File: src/rtl/slice_cfg_pkg.sv
// Shared types and constants for the slice configuration loader.
// Latency: n/a (declarations only).
// Backpressure: n/a.
package slice_cfg_pkg;

  typedef enum logic [2:0] {
    ST_IDLE,
    ST_COUNT,
    ST_PAYLOAD,
    ST_CHK,
    ST_COMMIT
  } cfg_state_t;

  localparam logic [7:0] SYNC_BYTE       = 8'hA5;
  localparam int         BYTES_PER_SLICE = 2;
  localparam int         LUT_INIT_W      = 8;

endpackage

File: src/rtl/cfg_checksum.sv
// Running 8-bit XOR over accepted payload bytes, registered output.
// Latency: sum reflects a byte one edge after en is sampled high.
// Backpressure: none; the caller qualifies en with its own handshake.
//
// Ports:
//   CLK, RST_N  clock, asynchronous active-low reset
//   clear       zero the accumulator (wins over en)
//   en          fold in_data into the accumulator
//   in_data     byte to fold
//   sum         current running XOR
module cfg_checksum (
  input  logic       CLK,
  input  logic       RST_N,
  input  logic       clear,
  input  logic       en,
  input  logic [7:0] in_data,
  output logic [7:0] sum
);

  logic [7:0] sum_q;
  logic [7:0] sum_d;

  always_comb begin
    sum_d = sum_q;
    if (clear) begin
      sum_d = 8'h00;
    end else if (en) begin
      sum_d = sum_q ^ in_data;
    end
  end

  always_ff @(posedge CLK or negedge RST_N) begin
    if (!RST_N) begin
      sum_q <= 8'h00;
    end else begin
      sum_q <= sum_d;
    end
  end

  assign sum = sum_q;

endmodule

File: src/rtl/slice_cfg_loader.sv
// Byte-serial framed config loader; commits all LUT init words at once.
// Latency: cfg_out/done update one cycle after the last frame byte is accepted.
// Backpressure: in_ready low only during the single COMMIT cycle.
//
// Optional feature: SLICE_CFG_CHECKSUM_EN adds the trailing XOR check byte.
// Without it the frame ends after the payload and only a bad COUNT errors.
//
// Ports:
//   CLK, RST_N                     clock, asynchronous active-low reset
//   in_data/in_valid/in_ready      byte stream, transfers on valid && ready
//   cfg_out                        committed config, 16 bits per slice
//                                  (LUT A in low byte, LUT B in high byte)
//   cfg_valid                      some frame has committed since reset
//   busy                           FSM not idle
//   done / err                     one-cycle commit / rejection pulses
module slice_cfg_loader
  import slice_cfg_pkg::*;
#(
  parameter int NUM_SLICES = 4
) (
  input  logic                     CLK,
  input  logic                     RST_N,
  input  logic [7:0]               in_data,
  input  logic                     in_valid,
  output logic                     in_ready,
  output logic [NUM_SLICES*16-1:0] cfg_out,
  output logic                     cfg_valid,
  output logic                     busy,
  output logic                     done,
  output logic                     err
);

  localparam int         CFG_W = NUM_SLICES * BYTES_PER_SLICE * LUT_INIT_W;
  localparam int         IDX_W = $clog2(BYTES_PER_SLICE * NUM_SLICES);
  localparam logic [7:0] MAX_N = 8'(NUM_SLICES);

  cfg_state_t         state_q, state_d;
  logic [7:0]         cnt_q, cnt_d;
  logic [IDX_W-1:0]   idx_q, idx_d;
  logic [CFG_W-1:0]   shadow_q, shadow_d;
  logic [CFG_W-1:0]   cfg_q, cfg_d;
  logic               cfg_valid_q, cfg_valid_d;
  logic               done_q, done_d;
  logic               err_q, err_d;

  logic               acc;
  logic [9:0]         last_idx;
  logic               last_byte;

  assign acc       = in_valid && in_ready;
  // Index of the final payload byte, 2*N-1; 10 bits covers N up to 255.
  assign last_idx  = {1'b0, cnt_q, 1'b0} - 10'd1;
  assign last_byte = (10'(idx_q) == last_idx);

`ifdef SLICE_CFG_CHECKSUM_EN
  logic       xor_clr;
  logic       xor_en;
  logic [7:0] xor_sum;

  cfg_checksum u_checksum (
    .CLK     (CLK),
    .RST_N   (RST_N),
    .clear   (xor_clr),
    .en      (xor_en),
    .in_data (in_data),
    .sum     (xor_sum)
  );
`endif

  always_comb begin
    state_d     = state_q;
    cnt_d       = cnt_q;
    idx_d       = idx_q;
    shadow_d    = shadow_q;
    cfg_d       = cfg_q;
    cfg_valid_d = cfg_valid_q;
    done_d      = 1'b0;
    err_d       = 1'b0;
`ifdef SLICE_CFG_CHECKSUM_EN
    xor_clr     = 1'b0;
    xor_en      = 1'b0;
`endif
    case (state_q)
      ST_IDLE: begin
        // Non-SYNC bytes are dropped without complaint to allow resync.
        if (acc && in_data == SYNC_BYTE) begin
          state_d = ST_COUNT;
        end
      end
      ST_COUNT: begin
        if (acc) begin
          if (in_data == 8'd0 || in_data > MAX_N) begin
            err_d   = 1'b1;
            state_d = ST_IDLE;
          end else begin
            cnt_d    = in_data;
            // Seeding from the live config keeps slices >= N unchanged.
            shadow_d = cfg_q;
            idx_d    = '0;
`ifdef SLICE_CFG_CHECKSUM_EN
            xor_clr  = 1'b1;
`endif
            state_d  = ST_PAYLOAD;
          end
        end
      end
      ST_PAYLOAD: begin
        if (acc) begin
          shadow_d[{idx_q, 3'b000} +: 8] = in_data;
`ifdef SLICE_CFG_CHECKSUM_EN
          xor_en = 1'b1;
`endif
          if (last_byte) begin
`ifdef SLICE_CFG_CHECKSUM_EN
            state_d = ST_CHK;
`else
            state_d = ST_COMMIT;
`endif
          end else begin
            idx_d = idx_q + 1'b1;
          end
        end
      end
`ifdef SLICE_CFG_CHECKSUM_EN
      ST_CHK: begin
        if (acc) begin
          if (in_data == xor_sum) begin
            state_d = ST_COMMIT;
          end else begin
            err_d   = 1'b1;
            state_d = ST_IDLE;
          end
        end
      end
`endif
      ST_COMMIT: begin
        cfg_d       = shadow_q;
        cfg_valid_d = 1'b1;
        done_d      = 1'b1;
        state_d     = ST_IDLE;
      end
      default: begin
        state_d = ST_IDLE;
      end
    endcase
  end

  always_ff @(posedge CLK or negedge RST_N) begin
    if (!RST_N) begin
      state_q     <= ST_IDLE;
      cnt_q       <= 8'd0;
      idx_q       <= '0;
      shadow_q    <= '0;
      cfg_q       <= '0;
      cfg_valid_q <= 1'b0;
      done_q      <= 1'b0;
      err_q       <= 1'b0;
    end else begin
      state_q     <= state_d;
      cnt_q       <= cnt_d;
      idx_q       <= idx_d;
      shadow_q    <= shadow_d;
      cfg_q       <= cfg_d;
      cfg_valid_q <= cfg_valid_d;
      done_q      <= done_d;
      err_q       <= err_d;
    end
  end

  assign in_ready  = (state_q != ST_COMMIT);
  assign busy      = (state_q != ST_IDLE);
  assign cfg_out   = cfg_q;
  assign cfg_valid = cfg_valid_q;
  assign done      = done_q;
  assign err       = err_q;

endmodule

File: config.mk
export PLATFORM = sky130hd
export DESIGN_NAME = slice_cfg_loader
export DESIGN_NICKNAME = d
export VERILOG_FILES = /design/src/rtl/slice_cfg_pkg.sv /design/src/rtl/cfg_checksum.sv /design/src/rtl/slice_cfg_loader.sv
export SDC_FILE = /design/constraint.sdc
export NUM_CORES = 1
export LEC_CHECK = 0
export BUFFER_PORTS_ARGS = -buffer_cell sky130_fd_sc_hd__clkbuf_2
export CAP_MARGIN = 5
export CELL_PAD_IN_SITES_DETAIL_PLACEMENT = 1
export CELL_PAD_IN_SITES_GLOBAL_PLACEMENT = 1
export CORE_UTILIZATION = 35
export DETAILED_ROUTE_END_ITERATION = 6
export HOLD_SLACK_MARGIN = 0.02
export MAX_ROUTING_LAYER = met4
export PLACE_DENSITY_LB_ADDON = 0.1
export SLEW_MARGIN = 20
export SYNTH_ARGS = -nofsm -noshare
export SYNTH_HDL_FRONTEND = slang
export SYNTH_HIERARCHICAL = 1
export SYNTH_SLANG_ARGS = --single-unit
File: constraint.sdc
create_clock -name CLK -period 3.26 [get_ports CLK]
set_input_delay 0.652 -clock CLK [delete_from_list [all_inputs] [get_ports CLK]]
set_output_delay 0.652 -clock CLK [all_outputs]
set_load 0.05 [all_outputs]
==> results.ini <==
[synth]
basic_gate_share_of_the_synthesized_area_counting_and_or_nand_and_nor_cells=0.225
synth_fa_ha_area_frac=0.0130
warnings_synthesis=6
ys_seq_area_frac=0.540
syn-mean-instance-area_um2=9.48
synth_xor_area_frac=0.00261
synth_area_um2=6720
synth.lib_cells_used.distinct=53
largest_family_of_logic_cells_by_synthesized_area=simple AND/OR/NAND/NOR gates
ys_seq_elements=145
syn_nets=727
multiplexer_share_of_the_synthesized_area=0.0199
number_of_instances_in_the_synthesized_netlist=709
synth_compound_area_frac=0.155

[timing]
timing.final.max_slew_violations=0
final_hold_viol_count=0
final_critical_period_ns=2.92
final_clock_period_utilization_by_the_worst_path=0.896
worst_clock_skew_ns=0.0135
rsz_0062_raised_after_global_routing=false
setup-tns-final_ns=0
finalSetupViolations=0
slew_headroom=0.439
max_slew.worst_pin.slew_ns=0.842
fmaxAchievable_ghz=0.342
finalWorstSetupSlack_ns=0.340

[floorplanning]
ioPinCount=80
initial_core_utilization=0.358
num_rows=50
die_w_um=141
die_h_um=141
core_area_um2=18800
die_area_um2=19800

[clocking]
post_cts_sizing_count=0
worst_setup_hold_path_clk_slew_ns=0.06
cts-buffers-inserted=17
cts_hold_buf=0
tritoncts=done
cts-htree-levels=4
worstSkewPairLatency_ns=0.43
cts_max_path_buffers=2
cts_setup_buffers=0
cts_sinks=145
ctsRootBufferMaster=sky130_fd_sc_hd__clkbuf_16

[critical_path]
end_kind=register
reg2reg_setup_slack_ns=0.34
worstReg2RegStart=idx_q[1]
crit_path_start_kind=register
worstPathMaxFanout=13
rr_worst_depth=8
cp.arrival_ns=3.23
worst_path_class_setup=register to register
timing.rr.end=shadow_q[6]
required_time_reported_for_the_critical_path_endpoint_ns=3.57

[drt]
initial_drt_markers=274
wirelength_um=20700
route.antenna.remaining_nets=0
detailroute.via_count=5501
ratio_of_routed_vias_to_standard_cells=5.36
drc_errors=0
drt_pass1_iterations=4
route.detailed.wl_per_inst_um=20.1

[final_layout]
flow.area_growth_from_synthesis_pct=18.0
final_net_count=798
drive_gt1_frac=0.213
filler_cell_count=2155

[global_routing]
grt_overflow=0
first_global_vias=5921
grt_pass1_wl_um=33900
grt_start_max_net_pins=71
antenna_found_initial=1
grt.total_usage=0.233

[power_and_ir_drop]
total_leakage_power_nw=3.75
worst_ir_drop_vdd_mv=0.423
power_density_nw_per_um2=642

[placed_design]
hpwlAfterDp_um=13700
io_buffer_count=79
placement.setup.worst_slack_ns=0.361
gp_congestion=0.883

[worst_hold_path]
hp-class=input port to asynchronous set/reset pin

[flow_run]
drv.max_cap_violation_count=0

[status]
outcome=complete, no violations

## cell type report
class | count | area (um2) | area share
repair buffers | 96 | 542 | 0.0684
well taps | 234 | 293 | 0.0369
flip-flops and latches | 145 | 3630 | 0.458
inverters | 9 | 33.8 | 0.00426
clock inverters | 10 | 185 | 0.0234
multi-input cells | 511 | 2800 | 0.353
clock buffers | 21 | 440 | 0.0556
diodes | 1 | 2.50 | 0.000316
## layout by cell type (no fill, tap or decap), types with 13 or more instances in the layout
master	netlist	final
sky130_fd_sc_hd__nor2_1	41	41
sky130_fd_sc_hd__nand2_1	243	242
sky130_fd_sc_hd__buf_4	4	16
sky130_fd_sc_hd__a22oi_1	52	52
sky130_fd_sc_hd__dfrtp_1	145	145
sky130_fd_sc_hd__clkbuf_16	0	17
sky130_fd_sc_hd__a21oi_1	26	26
sky130_fd_sc_hd__and2_1	13	13
sky130_fd_sc_hd__clkbuf_2	0	78
sky130_fd_sc_hd__o21ai_0	26	26
## critical path, stage by stage, from the launching register on
cell	delay [ns]
sky130_fd_sc_hd__dfrtp_1	0.60
sky130_fd_sc_hd__inv_1	0.13
sky130_fd_sc_hd__ha_1	0.22
sky130_fd_sc_hd__ha_1	0.42
sky130_fd_sc_hd__inv_1	0.26
sky130_fd_sc_hd__nand4_2	0.29
sky130_fd_sc_hd__o21a_1	0.29
sky130_fd_sc_hd__nor2_4	0.23
sky130_fd_sc_hd__mux2_2	0.38
## logic make-up after synthesis
logic type	count (synthesis)
and+or+nand+nor	344
AOI/OAI and AO/OA	146
DFF	145
buffers and inverters	53
muxes	12
adders and majority gates	7
xor gates and xnor gates	2
## power by group
part	leakage, nW	internal, mW	switching (mW)	total, mW
sequential	1.95	2.06	0.168	2.22
combinational	1.50	0.274	0.461	0.735
clock	0.301	1.35	0.778	2.13
total	3.75	3.68	1.41	5.09
## worst max path at each step
stage               startpoint     endpoint  slack [ns]  depth (start not counted)
floorplan             idx_q[0]  shadow_q[0]        0.74                         10
global placement      idx_q[1]  shadow_q[2]        0.53                          8
detailed placement    idx_q[1]  shadow_q[3]        0.36                          8
CTS                   idx_q[1]  shadow_q[6]        0.35                          8
global route          idx_q[1]  shadow_q[6]        0.18                          8
finish                idx_q[1]  shadow_q[6]        0.34                          8
## layer usage
metal | wire [um] | vias up | global-route usage
met5 | 0 | - | -
met4 | 265 | 0 | 0.0641
met3 | 813 | 20 | 0.0523
met2 | 9600 | 103 | 0.358
met1 | 9980 | 2843 | 0.310
li1 | - | 2535 | -
## Yosys cell counts, drive strengths merged
cell type	number	area, um2
buf	29	205
a22oi	52	390
dfrtp	145	3630
xnor2	2	17.5
a41oi	1	16.3
ha	7	87.6
a221o	1	10.0
o21a	1	7.51
a21oi	39	282
nor3	8	60.1
nor4b	4	62.6
and4	2	17.5
a2bb2oi	2	17.5
nor4	1	6.26
nor3b	3	27.5
inv	9	33.8
nand3b	2	15.0
nand3	3	15.0
o311a	1	10.0
a21o	1	15.0
clkbuf	15	56.3
a211oi	2	15.0
o211ai	2	20.0
o21ai	39	210
o21ba	1	10.0
and2	13	81.3
o2bb2ai	2	17.5
nand4	8	56.3
or3	4	25.0
nand2	243	912
mux2	11	124
and2b	1	7.51
mux2i	1	10.0
nor2	42	165
nor2b	3	18.8
and3	1	6.26
a2111oi	1	8.76
o31ai	1	12.5
nand2b	6	37.5
## sequential cells by signal (all words and copies together) (netlist names)
name       count
cfg_out       64
cfg_valid      1
cnt_q          8
done           1
err            1
idx_q          3
shadow_q      64
state_q        3
## metrics by stage
step,cells,power [mW],hold slack (ns),util,cell area [um2]
2_1_floorplan,709,2.75,0.356,-,6720
3_3_place_gp,995,2.93,0.446,0.389,7300
3_5_place_dp,995,2.98,0.456,0.389,7300
4_1_cts,1026,5.13,0.268,0.422,7920
5_1_grt,1027,5.32,0.286,0.422,7930
6_report,1027,5.09,0.259,0.422,7930
(Power assumes the default switching activity.)
